===== src/rtl/press_decoder.sv =====
// press_decoder: single/double press classifier with a BCD event counter.
// Optional counter is built only when PRESS_DECODER_COUNT_EN is defined.
module press_decoder #(
   parameter int WINDOW_MAX = 12_500_000,
   parameter int TW         = 24
) (
   input  logic        clk,
   input  logic        rst_n,
   input  logic        press_in,
   output logic        single_out,
   output logic        double_out,
   output logic        busy,
   output logic [15:0] count_bcd
);

   typedef enum logic {
      S_IDLE,
      S_WAIT
   } state_t;

   localparam logic [TW-1:0] LP_WMAX = TW'(WINDOW_MAX);

   state_t        r_state;
   state_t        w_state_nxt;
   logic [TW-1:0] r_timer;
   logic [TW-1:0] w_timer_nxt;
   logic          r_single;
   logic          r_double;
   logic          r_busy;
   logic          w_single_nxt;
   logic          w_double_nxt;

   // Next-state decode; timer only advances while waiting.
   always_comb begin
      w_state_nxt  = r_state;
      w_timer_nxt  = '0;
      w_single_nxt = 1'b0;
      w_double_nxt = 1'b0;
      case (r_state)
         S_IDLE: begin
            if (press_in) begin
               w_state_nxt = S_WAIT;
            end
         end
         S_WAIT: begin
            // Timer never passes LP_WMAX, so any press here is a double.
            if (press_in) begin
               w_state_nxt  = S_IDLE;
               w_double_nxt = 1'b1;
            end else if (r_timer == LP_WMAX) begin
               w_state_nxt  = S_IDLE;
               w_single_nxt = 1'b1;
            end else begin
               w_timer_nxt = r_timer + TW'(1);
            end
         end
         default: begin
            w_state_nxt = S_IDLE;
         end
      endcase
   end

   // State, timer and registered event outputs.
   always_ff @(posedge clk) begin
      if (!rst_n) begin
         r_state  <= S_IDLE;
         r_timer  <= '0;
         r_single <= 1'b0;
         r_double <= 1'b0;
         r_busy   <= 1'b0;
      end else begin
         r_state  <= w_state_nxt;
         r_timer  <= w_timer_nxt;
         r_single <= w_single_nxt;
         r_double <= w_double_nxt;
         r_busy   <= (w_state_nxt == S_WAIT);
      end
   end

   assign single_out = r_single;
   assign double_out = r_double;
   assign busy       = r_busy;

`ifdef PRESS_DECODER_COUNT_EN
   logic [15:0] r_count;
   logic [15:0] w_count_inc;
   logic [15:0] w_count_dec;

   // Per-digit BCD increment and decrement with ripple carry/borrow.
   always_comb begin
      logic w_c;
      logic w_b;
      w_count_inc = r_count;
      w_count_dec = r_count;
      w_c         = 1'b1;
      w_b         = 1'b1;
      for (int i = 0; i < 4; i++) begin
         if (w_c) begin
            if (r_count[4*i +: 4] >= 4'd9) begin
               w_count_inc[4*i +: 4] = 4'd0;
            end else begin
               w_count_inc[4*i +: 4] = r_count[4*i +: 4] + 4'd1;
               w_c = 1'b0;
            end
         end
         if (w_b) begin
            if (r_count[4*i +: 4] == 4'd0) begin
               w_count_dec[4*i +: 4] = 4'd9;
            end else begin
               w_count_dec[4*i +: 4] = r_count[4*i +: 4] - 4'd1;
               w_b = 1'b0;
            end
         end
      end
   end

   // Counter moves on the same edge that raises the event pulse.
   always_ff @(posedge clk) begin
      if (!rst_n) begin
         r_count <= 16'h0000;
      end else if (w_single_nxt) begin
         r_count <= w_count_inc;
      end else if (w_double_nxt) begin
         r_count <= w_count_dec;
      end
   end

   assign count_bcd = r_count;
`else
   assign count_bcd = 16'h0000;
`endif

endmodule


===== config.mk =====
export PLATFORM = sky130hd
export DESIGN_NAME = press_decoder
export DESIGN_NICKNAME = d
export VERILOG_FILES = /design/src/rtl/press_decoder.sv
export SDC_FILE = /design/constraint.sdc
export NUM_CORES = 1
export LEC_CHECK = 0
export ABC_AREA = 1
export BUFFER_PORTS_ARGS = -buffer_cell sky130_fd_sc_hd__buf_2
export CORE_MARGIN = 10
export CORE_UTILIZATION = 60
export DETAILED_ROUTE_END_ITERATION = 7
export PLACE_DENSITY_LB_ADDON = 0.3
export RECOVER_POWER = 100
export SKIP_CTS_REPAIR_TIMING = 1
export SLEW_MARGIN = 15
export SYNTH_ARGS = -nofsm -noshare
export SYNTH_HDL_FRONTEND = slang
export SYNTH_SLANG_ARGS = --single-unit

===== constraint.sdc =====
create_clock -name clk -period 4.1 [get_ports clk]
set_input_delay 0.205 -clock clk [delete_from_list [all_inputs] [get_ports clk]]
set_output_delay 0.205 -clock clk [all_outputs]
set_load 0.02 [all_outputs]

### Yosys cells after proc, flatten, opt, wreduce, memory -nomap -nowiden

Index checks and enable logic that the tools add are counted.

| word-level totals | value |
|---|---|
| output and inout bits | 19 |
| logic and storage cells | 16 |
| input bits | 3 |
| register bits | 27 |

| cells by class | value |
|---|---|
| add/sub/neg operators | 1 |
| bitwise gates (word level) | 2 |
| reduce and logical (&&, ||, !) cells | 3 |
| equality and inequality tests | 1 |
| mux-type cells | 5 |

Operators with widths:

| cell | count |
|---|---|
| adder 24 x 1 -> 24 bit, second input constant | 1 |
| equality test 24 bit, second input constant | 1 |
| 2-to-1 mux 1 bit | 4 |
| OR reduction 4 bit | 1 |
| OR reduction 3 bit | 1 |
| NOT 1 bit | 2 |
| case mux 1 bit (2 select lines) | 1 |
| AND reduction 2 bit | 1 |

### Depth between registers and ports, before layout

| depth | value |
|---|---|
| word-level depth | 4 |
| mapped depth | 8 |
| gate-level depth less buffers | 8 |

### Worst setup path before layout

Ideal clock, no wire load.

| path | value |
|---|---|
| kind | reg2reg |
| start point | register r_timer[0] |
| end point | register r_timer[22] |
| buffers on the path | 0 |
| period minus slack after synthesis | 1274 ps |
| cell stages (with the launch flop) | 9 |
| setup time | 112 ps |
| path slack | 2826 ps |
| arrival time | 1162 ps |
| cells stage by stage | dfxtp_1 -> ha_1 -> nand3_1 -> nor2_4 -> nand3_2 -> nor2_1 -> nand2_1 -> nand2_1 -> nor2_1 |

| between the ends | value |
|---|---|
| word-level cells in the longest chain between the ends | 2 |

RTL lines:

| item | RTL line | RTL |
|---|---|---|
| start, declared | 25 | `logic [TW-1:0] r_timer;` |
| start signal, assigned | 73 | `r_timer <= w_timer_nxt;` |
| branches (longest 2 deep; another with adder 24 x 1 -> 24 bit) | -- |  |

Parallel ways; which one is timed is not known.
A chain may end at the register's enable or synchronous reset.

### Final worst setup path

| path | value |
|---|---|
| start point | register r_timer[0] |
| end point | register r_timer[13] |

Same word-level chain as after synthesis.

==> flow_metrics.env <==
export IMPL_run_status="finished clean"
export IMPL_start_util_pct=62.4
export IMPL_maximum_number_of_pins_on_one_net_before_global_route_repair=26
export IMPL_worstSetupPathType="reg2reg"
export IMPL_worstRegToRegCells=7
export IMPL_synthesis_yosys_warnings=0
export IMPL_seqCellArea_um2=541
export IMPL_synth_distinct_cells=28
export IMPL_routabilityCongestion=0.845
export IMPL_path_max_fanout=25
export IMPL_fp_dieW_um=70.5
export IMPL_syn_inst=219
export IMPL_antenna_cells=0
export IMPL_cpPeakStageDelay_ps=500
export IMPL_path_clk_slew_ps=150
export IMPL_buffer_ports_inserted=5
export IMPL_number_of_stages_on_the_worst_hold_path=2
export IMPL_combinational_family_with_the_most_area_after_synthesis="simple AND/OR/NAND/NOR gates"
export IMPL_final_period_utilization_pct=44.3
export IMPL_io_pins=22
export IMPL_static_leakage_power_nw=0.501
export IMPL_muxShareOfSynthArea_pct=0
export IMPL_critical_path_arrival_ps=2070
export IMPL_cts_bufs_inserted=3
export IMPL_grt_first_pass_wirelength_um=5190
export IMPL_tritoncts="done"
export IMPL_fillers=258
export IMPL_drive_above_1_share_pct=9.33
export IMPL_cts_root_buffer_cell="clkbuf_4"
export IMPL_num_rows=18
export IMPL_number_of_global_route_vias_before_repair=1232
export IMPL_worstSetupEndpointType="register"
export IMPL_post_synth_xor_area_fraction_pct=6.86
export IMPL_synth_simple_area_share_pct=38.7
export IMPL_slew_violations=0
export IMPL_min_to="single_out$_SDFF_PP0_"
export IMPL_syn2layout_area_growth_pct=-0.245
export IMPL_dr_wl_met3_um=215
export IMPL_multi_input_combinational_cell_area_um2=823
export IMPL_finalClockSkew_ps=3.75
export IMPL_clock_path_buffers=2
export IMPL_relSlewSlack_pct=43.0
export IMPL_hold_path_startpoint="press_in"
export IMPL_routed_wire_length_per_instance_um=11.2
export IMPL_critical_path_reg2reg_startpoint="r_timer[0]$_SDFF_PP0_"
export IMPL_max_rail_drop_vdd_v=0.000301
export IMPL_holdWs_ps=62.3
export IMPL_fmax_ghz=0.551
export IMPL_regToRegEndpoint="r_timer[13]$_SDFF_PP0_"
export IMPL_detailedRoute_firstIterationViolations=83
export IMPL_ys_async_sr_fraction_pct=0
export IMPL_critical_path_start_type="register"
export IMPL_arithmetic_cell_share_of_the_synthesized_area_counting_full_adders_half_adders_and_majority_gates_pct=1.63
export IMPL_detailedPlacementHpwl_um=2290
export IMPL_vias=1227
export IMPL_met2_length_um=1370
export IMPL_met1_wire_length_um=1250
export IMPL_clkLatencyLatePin_ps=330
export IMPL_grt_setup_unrepaired="no"
export IMPL_global_route_usage_total_pct=12.0
export IMPL_synth_flop_cell="dfxtp_1"
export IMPL_syn_cell_area_mm2=0.00153
export IMPL_gr_overflow_total=0
export IMPL_crit_path_top_delay_cell="nand2_1"
export IMPL_core_mm2=0.00245
export IMPL_r2r_slack_ps=2290
export IMPL_ys_seq_elements=27
export IMPL_postRouteWirelength_um=2870
export IMPL_top_metal_layer_carrying_routed_signals="met4"
export IMPL_post_route_drc_count=0
export IMPL_die_area_mm2=0.00497
export IMPL_p_per_area_mw_per_mm2=266
export IMPL_tritoncts_num_sinks=27
export IMPL_drt_pass1_iterations=4
export IMPL_finalNetCount=231
export IMPL_crit_required_ps=4350
export IMPL_die_y_um=70.5
export IMPL_detail_route_vias_per_cell=4.81
export IMPL_synth_compound_area_share_pct=3.02
export IMPL_hold_viol_final=0
export IMPL_synth_seq_area_share_pct=35.3
export IMPL_finalCriticalPeriod_ps=1810
export IMPL_antenna_found_initial=0
export IMPL_tightest_slew_ps=853
export IMPL_max_cap_viol=0
export IMPL_cell_by_cell_trace_of_the_critical_path="inv_1 > ha_1 > nand4_1 > nor2_1 > nand3_1 > nand2_1 > a21oi_1"
export IMPL_synth_edff_count=0
export IMPL_setup_viol=0
export IMPL_fin_tns_setup_ps=0
export IMPL_drt_antenna_violating_nets=0
export IMPL_cts_htree_levels=1
export IMPL_post_synth_cell_area_avg_um2=6.99
export IMPL_hold_class="in2reg"
kinds of logic after synthesis:
group                      count (synthesis)
and+or+nand+nor                          131
buffers and inverters                     38
DFF                                       27
xor gates and xnor gates                  12
AOI/OAI and AO/OA                          8
adders and majority gates                  2
other                                      1
routing by layer:
| metal | vias to the layer above | GRT usage, % |
|---|---|---|
| met5 | - | 0 |
| met1 | 550 | 14.0 |
| met3 | 4 | 3.81 |
| met4 | 0 | 3.51 |
| li1 | 646 | - |
| met2 | 27 | 20.5 |
power by group:
group	internal (mW)	switching (mW)	total, mW
Clock	0.0374	0.0816	0.119
Sequential	0.264	0.00101	0.265
Combinational	0.00241	0.0200	0.0224
worst max path at each step:
stage                                     start                endpoint  slack [ps]  cells past startpoint
final                     r_timer[0]$_SDFF_PP0_  r_timer[13]$_SDFF_PP0_        2290                      7
after global routing      r_timer[0]$_SDFF_PP0_  r_timer[13]$_SDFF_PP0_        2070                      7
after CTS                 r_timer[0]$_SDFF_PP0_  r_timer[20]$_SDFF_PP0_        2540                      7
after detailed placement  r_timer[0]$_SDFF_PP0_  r_timer[15]$_SDFF_PP0_        2580                      7
after global placement    r_timer[0]$_SDFF_PP0_  r_timer[17]$_SDFF_PP0_        2620                      7
after floorplan           r_timer[0]$_SDFF_PP0_  r_timer[22]$_SDFF_PP0_        2830                      8
placed cells by master, fill, tap and decap left out, drive strengths merged:
master / synthesis / routed
nand3: 14 / 14
xnor2: 7 / 7
ha: 2 / 2
or2: 3 / 3
dfxtp: 27 / 27
nand2: 56 / 56
conb: 1 / 16
and2: 1 / 1
nor2: 53 / 53
xor2: 5 / 5
buf: 18 / 2
nand4: 2 / 2
o21ai: 1 / 1
clkinv: 1 / 1
clkinvlp: 0 / 1
o21bai: 1 / 1
a21oi: 6 / 6
nor3: 1 / 1
clkbuf: 0 / 6
nor2b: 1 / 1
inv: 19 / 19
worst max-delay path, delay by kind of cell, from the launching register on:
kind            cells  cell delay [ps]
buf+inv             1               60
compound gates      1              320
flops               1              410
simple gates        4              740
fa+ha+maj           1              200
synth_stat cells (3+ instances only):
cell      n  area (um2)
a21oi_1   5        25.0
buf_4    16         120
dfxtp_1  27         541
inv_1    17        63.8
nand2_1  52         195
nand2_2   3        18.8
nand3_1  10        50.1
nand3_2   4        40.0
nor2_1   47         176
nor2_2    3        18.8
nor2_4    3        33.8
xnor2_1   7        61.3
xor2_1    5        43.8
area by class of cell:
class	instances	share of cell area, %
Multi-Input combinational cell	169	53.9
Timing Repair Buffer	5	1.39
Inverter	20	4.91
Tap cell	30	2.46
Sequential cell	27	35.4
Clock inverter	1	0.491
Clock buffer	3	1.47
stage by stage:
step                area, um2  std cells  utilization, %  power [mW]  setup slack, ps
detailed placement       1510        251            61.4       0.293             2580
CTS                      1540        255            62.6       0.409             2540
global placement         1510        251            61.4       0.293             2620
floorplan                1590        234               -       0.302             2830
finish                   1530        255            62.2       0.406             2290
global route             1530        255            62.2       0.421             2070
state kept, by name (all words and copies together) (netlist names):
name,cells
r_timer,24
busy,1
single_out,1
double_out,1
(Power assumes the default switching activity.)
